`src/rtl/apple_rand_gen_pkg.sv`:
```
// Shared constants and types for the apple placement logic of the snake game.
// Holds the generator FSM states, the fallback apple location and the LFSR
// tap mask, plus the playfield bounds test used by the candidate checker.
package apple_rand_gen_pkg;

    // Shared game constant, also read by the score and placer blocks.
    localparam logic [7:0] APPLE_LUCK = 8'd7;

    // Location {y, x} shown when no in-bounds candidate could be found.
    localparam logic [7:0] DEFAULT_APPLE = 8'h46;

    // Galois feedback mask for the 16-bit maximal-length LFSR.
    localparam logic [15:0] LFSR_TAPS = 16'hB400;

    typedef enum logic [1:0] {
        IDLE   = 2'd0,
        SEARCH = 2'd1,
        FOUND  = 2'd2
    } apple_state_t;

    // True when the candidate {y, x} lies strictly inside the playfield bounds.
    function automatic logic in_bounds(
        input logic [7:0] cand,
        input logic [3:0] x_min,
        input logic [3:0] x_max,
        input logic [3:0] y_min,
        input logic [3:0] y_max
    );
        logic [3:0] cx;
        logic [3:0] cy;
        cx = cand[3:0];
        cy = cand[7:4];
        return (cx > x_min) && (cx < x_max) && (cy > y_min) && (cy < y_max);
    endfunction

endpackage

```
`src/rtl/apple_rand_gen_if.sv`:
```
// Bundle between the apple placer (master) and the random location generator
// (slave): request/seed controls, playfield bounds and the candidate result.
interface apple_rand_gen_if;

    logic        enable;
    logic        seed_load;
    logic [15:0] seed;
    logic [3:0]  XMAX;
    logic [3:0]  XMIN;
    logic [3:0]  YMAX;
    logic [3:0]  YMIN;
    logic [7:0]  apple_possible;
    logic        possible_valid;
    logic        exhausted;

    modport master (
        output enable,
        output seed_load,
        output seed,
        output XMAX,
        output XMIN,
        output YMAX,
        output YMIN,
        input  apple_possible,
        input  possible_valid,
        input  exhausted
    );

    modport slave (
        input  enable,
        input  seed_load,
        input  seed,
        input  XMAX,
        input  XMIN,
        input  YMAX,
        input  YMIN,
        output apple_possible,
        output possible_valid,
        output exhausted
    );

endinterface

```
`src/rtl/apple_rand_gen_lfsr16_step.sv`:
```
// One step of the 16-bit Galois LFSR: shift right, and fold the tap mask back
// in whenever the bit shifted out was a one. Purely combinational.
module lfsr16_step
    import apple_rand_gen_pkg::*;
(
    input  logic [15:0] lfsr_in,
    output logic [15:0] lfsr_out
);

    // Single shift with feedback; a nonzero input never yields zero.
    always_comb begin
        lfsr_out = lfsr_in >> 1;
        if (lfsr_in[0]) begin
            lfsr_out = (lfsr_in >> 1) ^ LFSR_TAPS;
        end
    end

endmodule

```
`src/rtl/apple_rand_gen.sv`:
```
// Random apple location generator. While the placer holds enable, the LFSR
// steps once per clock and each new low byte is offered as a {y, x} candidate;
// the first candidate strictly inside the playfield is registered and flagged
// valid. If RETRY_MAX candidates in a row are rejected, the fixed fallback
// location is presented with exhausted set, so the search can never hang.
//
// Optional feature: define APPLE_RAND_ENTROPY_EN to add a free-running 16-bit
// counter that is XORed into the LFSR every time a search starts, so the
// sequence depends on when the player asked for an apple. Without it the
// output is fully deterministic from SEED or the loaded seed.
module apple_rand_gen
    import apple_rand_gen_pkg::*;
#(
    parameter logic [15:0] SEED      = 16'hACE1,
    parameter logic [7:0]  RETRY_MAX = 8'd255
) (
    input  logic             system_clk,
    input  logic             reset,
    apple_rand_gen_if.slave  bus
);

    apple_state_t state_q;
    apple_state_t state_d;
    logic [15:0]  lfsr_q;
    logic [15:0]  lfsr_d;
    logic [7:0]   apple_q;
    logic [7:0]   apple_d;
    logic         valid_q;
    logic         valid_d;
    logic         exhausted_q;
    logic         exhausted_d;
    logic [7:0]   retry_q;
    logic [7:0]   retry_d;

    logic [15:0]  lfsr_next;
    logic [7:0]   candidate;
    logic         cand_ok;
    logic         retry_last;
    logic [15:0]  seed_value;

`ifdef APPLE_RAND_ENTROPY_EN
    logic [15:0]  entropy_q;
    logic [15:0]  entropy_d;
    logic [15:0]  lfsr_mixed;
`endif

    lfsr16_step u_step (
        .lfsr_in  (lfsr_q),
        .lfsr_out (lfsr_next)
    );

    // Candidate is the low byte of the value the LFSR is about to take, so the
    // registered apple and the new LFSR state land on the same edge.
    always_comb begin
        candidate  = lfsr_next[7:0];
        cand_ok    = in_bounds(candidate, bus.XMIN, bus.XMAX, bus.YMIN, bus.YMAX);
        retry_last = (({1'b0, retry_q} + 9'd1) >= {1'b0, RETRY_MAX});
        seed_value = (bus.seed == 16'h0000) ? SEED : bus.seed;
    end

`ifdef APPLE_RAND_ENTROPY_EN
    // Free-running counter and the mixed LFSR value used when a search starts;
    // a zero mix is replaced by SEED so the LFSR can never lock up.
    always_comb begin
        entropy_d  = entropy_q + 16'd1;
        lfsr_mixed = lfsr_q ^ entropy_q;
        if (lfsr_mixed == 16'h0000) begin
            lfsr_mixed = SEED;
        end
    end
`endif

    // Next-state logic: a seed load overrides everything else; otherwise the
    // FSM decides whether the LFSR steps and what the outputs become.
    always_comb begin
        state_d     = state_q;
        lfsr_d      = lfsr_q;
        apple_d     = apple_q;
        valid_d     = valid_q;
        exhausted_d = exhausted_q;
        retry_d     = retry_q;

        if (bus.seed_load) begin
            lfsr_d      = seed_value;
            state_d     = IDLE;
            exhausted_d = 1'b0;
            retry_d     = 8'd0;
        end else begin
            case (state_q)
                IDLE: begin
                    if (bus.enable) begin
                        state_d = SEARCH;
                        valid_d = 1'b0;
`ifdef APPLE_RAND_ENTROPY_EN
                        lfsr_d  = lfsr_mixed;
`endif
                    end
                end
                SEARCH: begin
                    lfsr_d = lfsr_next;
                    if (cand_ok) begin
                        apple_d     = candidate;
                        valid_d     = 1'b1;
                        exhausted_d = 1'b0;
                        retry_d     = 8'd0;
                        state_d     = FOUND;
                    end else if (retry_last) begin
                        apple_d     = DEFAULT_APPLE;
                        valid_d     = 1'b1;
                        exhausted_d = 1'b1;
                        retry_d     = 8'd0;
                        state_d     = FOUND;
                    end else begin
                        retry_d = retry_q + 8'd1;
                    end
                end
                FOUND: begin
                    retry_d = 8'd0;
                    if (bus.enable) begin
                        state_d = SEARCH;
                    end else begin
                        state_d = IDLE;
                    end
                end
                default: begin
                    state_d = IDLE;
                    retry_d = 8'd0;
                end
            endcase
        end
    end

    // State registers with synchronous reset taking priority over all inputs.
    always_ff @(posedge system_clk) begin
        if (reset) begin
            state_q     <= IDLE;
            lfsr_q      <= SEED;
            apple_q     <= DEFAULT_APPLE;
            valid_q     <= 1'b0;
            exhausted_q <= 1'b0;
            retry_q     <= 8'd0;
        end else begin
            state_q     <= state_d;
            lfsr_q      <= lfsr_d;
            apple_q     <= apple_d;
            valid_q     <= valid_d;
            exhausted_q <= exhausted_d;
            retry_q     <= retry_d;
        end
    end

`ifdef APPLE_RAND_ENTROPY_EN
    // Entropy counter runs regardless of FSM state and restarts from zero on reset.
    always_ff @(posedge system_clk) begin
        if (reset) begin
            entropy_q <= 16'd0;
        end else begin
            entropy_q <= entropy_d;
        end
    end
`endif

    assign bus.apple_possible = apple_q;
    assign bus.possible_valid = valid_q;
    assign bus.exhausted      = exhausted_q;

endmodule

```
`src/flat_wrapper.sv`:
```
// flat-port wrapper written by rule: the top's interface ports become plain ports
module apple_rand_gen_flat import apple_rand_gen_pkg::*;
#(
    parameter logic [15:0] SEED      = 16'hACE1,
    parameter logic [7:0]  RETRY_MAX = 8'd255
)
  (system_clk, reset, bus_enable, bus_seed_load, bus_seed, bus_XMAX, bus_XMIN, bus_YMAX, bus_YMIN, bus_apple_possible, bus_possible_valid, bus_exhausted);
  apple_rand_gen_if bus_i ();
  input  logic system_clk;
  input  logic reset;
  input wire logic [$bits(bus_i.enable)-1:0] bus_enable;
  input wire logic [$bits(bus_i.seed_load)-1:0] bus_seed_load;
  input wire logic [$bits(bus_i.seed)-1:0] bus_seed;
  input wire logic [$bits(bus_i.XMAX)-1:0] bus_XMAX;
  input wire logic [$bits(bus_i.XMIN)-1:0] bus_XMIN;
  input wire logic [$bits(bus_i.YMAX)-1:0] bus_YMAX;
  input wire logic [$bits(bus_i.YMIN)-1:0] bus_YMIN;
  output wire logic [$bits(bus_i.apple_possible)-1:0] bus_apple_possible;
  output wire logic [$bits(bus_i.possible_valid)-1:0] bus_possible_valid;
  output wire logic [$bits(bus_i.exhausted)-1:0] bus_exhausted;
  assign bus_i.enable = bus_enable;
  assign bus_i.seed_load = bus_seed_load;
  assign bus_i.seed = bus_seed;
  assign bus_i.XMAX = bus_XMAX;
  assign bus_i.XMIN = bus_XMIN;
  assign bus_i.YMAX = bus_YMAX;
  assign bus_i.YMIN = bus_YMIN;
  assign bus_apple_possible = bus_i.apple_possible;
  assign bus_possible_valid = bus_i.possible_valid;
  assign bus_exhausted = bus_i.exhausted;
  apple_rand_gen #(.SEED(SEED), .RETRY_MAX(RETRY_MAX)) u_core (.system_clk(system_clk), .reset(reset), .bus(bus_i));
endmodule
```
`config.mk`:
```
export PLATFORM = sky130hd
export DESIGN_NAME = apple_rand_gen_flat
export DESIGN_NICKNAME = d
export VERILOG_FILES = /design/src/rtl/apple_rand_gen_pkg.sv /design/src/rtl/apple_rand_gen_if.sv /design/src/rtl/apple_rand_gen_lfsr16_step.sv /design/src/rtl/apple_rand_gen.sv /design/src/flat_wrapper.sv
export SDC_FILE = /design/constraint.sdc
export NUM_CORES = 1
export LEC_CHECK = 0
export ABC_AREA = 1
export ABC_CLOCK_PERIOD_IN_PS = 1830
export BUFFER_PORTS_ARGS = -buffer_cell sky130_fd_sc_hd__buf_2
export CAP_MARGIN = 20
export CORE_MARGIN = 4
export CORE_UTILIZATION = 30
export CTS_CLUSTER_DIAMETER = 40
export CTS_CLUSTER_SIZE = 40
export DETAILED_ROUTE_END_ITERATION = 8
export SLEW_MARGIN = 20
export SYNTH_ARGS = -nofsm -noshare
export SYNTH_HDL_FRONTEND = slang
export SYNTH_SLANG_ARGS = --single-unit
export TNS_END_PERCENT = 20
```
`constraint.sdc`:
```
create_clock -name system_clk -period 1.83 [get_ports system_clk]
set_clock_uncertainty 0.1 [all_clocks]
set_input_delay 0.2745 -clock system_clk [delete_from_list [all_inputs] [get_ports system_clk]]
set_output_delay 0.2745 -clock system_clk [all_outputs]
set_load 0.02 [all_outputs]
```
==> results.ini <==
[run_status]
status=finished, violations left
violations=negative setup slack

[floorplan]
fp-row-count=30
design.die.area_um2=8690
ios=46
core-area_um2=6910
die_w_um=93.2
die_h_um=93.2
start_util=0.315

[routing]
ant_nets=0
vias=2252
post_drt_via_cell_ratio=4.58
wl_per_cell_um=11.7
routed_wl_um=5760
first_pass_iters=4
drc_errors=0
drt_iter0_drc=73

[synth]
synth_area_um2=2180
synth_top_area_frac=0.331
synth_compound_area_frac=0.148
synthAdderAreaFrac=0.0919
yosys.area_share.simple=0.328
avgSynthCellArea_um2=6.85
syn-num-nets=370
synth_ff_type=dfxtp_1
ys.warnings.count=0
ys_seq_area_frac=0.331
synth.area.mux_share=0
synth_top_family_by_area=simple AND/OR/NAND/NOR gates
synth-seq-cells=36
synthCells=318
synthArstFlopShare=0
synth_edf_count=0
synth_top_area_cell=dfxtp_1
synthXorXnorAreaFrac=0.00804
synth_area_leaders=dfxtp_1 33%, nand2_1 13%, ha_1 9.2%
ys_types=30

[cts]
cts_max_path_buffers=2
cts-buffers-inserted=5
clkLatencyLatePin_ns=0.28
cts_tree=yes
cts_max_level=2
cts.sinks=36
cts_root_buf=clkbuf_8
clkTransAtPathRegs_ns=0.08

[placed_design]
dp_hpwl_um=4380
io_buffers=45
place_inst=482
gp_congestion=0.815
dp_slack_ns=-0.205

[min_path]
hp-class=in -> reg

[global_routing]
grt_pass1_vias=2194
grt_util_all_layers=0.139
grt_overflow=0
grt_start_max_net_pins=16
antenna_found_initial=0
grt_pass1_wl_um=9820

[sta]
setup_slack_ns=-0.0111
min_period_ns=1.84
slew_headroom=0.723
finalHoldViolations=0
setup_viol=5
holdWs_ns=0.140
slew_viol_final=0
fin_crit_sh=1.01
rsz0062_at_grt=true
worstMarginPinSlew_ns=0.416
fmax_mhz=543

[worst_setup_path]
cp.buffers_inverters=1
critical_path.cell_chain=ha_4, nand2_2, nor2_1, a21oi_4, nand3_4, nand3_4, buf_12, nor2_8, nand2_1, a21oi_1
start_kind=flip-flop
critPathArrivalTime_ns=1.95
slowest_delay_ns=0.37
cp_top_family=simple AND/OR/NAND/NOR gates
worstPathRequired_ns=1.94
crit_top_cell=nand3_4
endpoint_kind=flip-flop
path_max_fanout=8
crit_path_top_delay_cell=dfxtp_4
path_class=reg -> reg

[finish]
area_growth_pct=42.2
drive_gt1_frac=0.371
final_common_cell=nand2_1
layout.nets=447
fin_util=0.448
num_antenna_cells=0
final_cell_mix=55 x nand2_1, 45 x buf_2, 42 x inv_1, 31 x buf_4, 28 x dfxtp_1
stdcell_count=492

[power_and_ir_drop]
ir_drop_uv=219
power-per-cell-area_nw_per_um2=656
p_leak_uw=0.00141

[job]
maxCapViolCount=0

==> flip-flops by register name (all words and copies together), names as in the netlist <==
register,flops
u_core.bus.exhausted,1
u_core.state_q,2
u_core.bus.apple_possible,8
u_core.lfsr_q,16
u_core.bus.possible_valid,1
u_core.retry_q,8
==> power breakdown <==
part	internal, uW	total, uW	switching, uW	leakage [uW]
registers	813	841	27.9	0.000298
logic	198	424	227	0.00105
clock network	481	766	285	0.0000645
total	1490	2030	539	0.00141
==> synthesized netlist by cell type, types with 2 or more instances <==
| master | count |
|---|---|
| o21ai_0 | 12 |
| nor2_1 | 33 |
| nor3_1 | 5 |
| ha_1 | 16 |
| a2111oi_0 | 2 |
| o21bai_1 | 3 |
| nand3_2 | 3 |
| nand2_1 | 74 |
| nor2_2 | 4 |
| nand2_2 | 2 |
| a21oi_1 | 27 |
| xnor2_1 | 2 |
| inv_2 | 2 |
| or2_1 | 2 |
| nand3_1 | 18 |
| nand3_4 | 2 |
| clkinv_1 | 2 |
| dfxtp_1 | 36 |
| a31oi_1 | 5 |
| o31ai_1 | 2 |
| o2111ai_1 | 2 |
| nand4_1 | 9 |
| clkbuf_1 | 6 |
| inv_1 | 43 |
==> final timing paths <==
check,end,cells after the start,slack (ns),from
setup / recovery,u_core.retry_q[2],10,-0.01,u_core.lfsr_q[8]
hold / removal,u_core.lfsr_q[10],3,0.14,bus_seed[10]
setup reg to reg,u_core.retry_q[2],10,-0.01,u_core.lfsr_q[8]
hold reg to reg,u_core.bus.apple_possible[4],2,0.37,u_core.bus.apple_possible[4]
==> metal layers <==
metal | part of all wire | vias to the layer above | track usage | wire length [um]
met2 | 0.48 | 33 | 0.230 | 2780
li1 | - | 1195 | - | -
met5 | 0 | - | 0 | 0
met3 | 0.036 | 2 | 0.0306 | 210
met1 | 0.47 | 1022 | 0.181 | 2730
met4 | 0.0056 | 0 | 0.0366 | 32
==> cell families (layout without fill, tap and decap cells) <==
group,count (synthesis),in the layout
simple gates,154,154
fa+ha+maj,16,16
compound gates,56,56
buf+inv,54,132
xor+xnor,2,2
flops,36,36
==> area by class of cell <==
class | count | area [um^2]
well taps | 96 | 120
fillers | 739 | 3810
multi-input cells | 228 | 1450
flip-flops and latches | 36 | 741
clock inverters | 1 | 30.0
repair buffers | 77 | 478
clock buffers | 7 | 96.3
inverters | 47 | 179
==> through the flow <==
stage / power [uW] / setup TNS, ns / instance area (um^2)
2_1_floorplan: 1050 / 0 / 2180
3_3_place_gp: 1200 / -2.11 / 2730
3_5_place_dp: 1210 / -3.12 / 2730
4_1_cts: 2020 / -0.416 / 2990
5_1_grt: 2150 / -2.42 / 3100
6_report: 2030 / -0.0380 / 3100
==> worst reg2reg max path, stage by stage (launching register included) <==
cell and delay (ns):
dfxtp_4 0.37, ha_4 0.27, nand2_2 0.05, nor2_1 0.19, a21oi_4 0.07, nand3_4 0.11
nand3_4 0.11, buf_12 0.15, nor2_8 0.16, nand2_1 0.07, a21oi_1 0.12
==> timing repair <==
item / 4_1_cts / 5_1_grt
buffers inserted: 1 / 2
endpoints found under the hold margin: 0 / 0
gates resized for setup: 31 / 25
setup endpoints to repair: 20 / 20
pin swaps: 10 / 22
hold buffers: 0 / 0
Power figures use the tool's default switching activity.
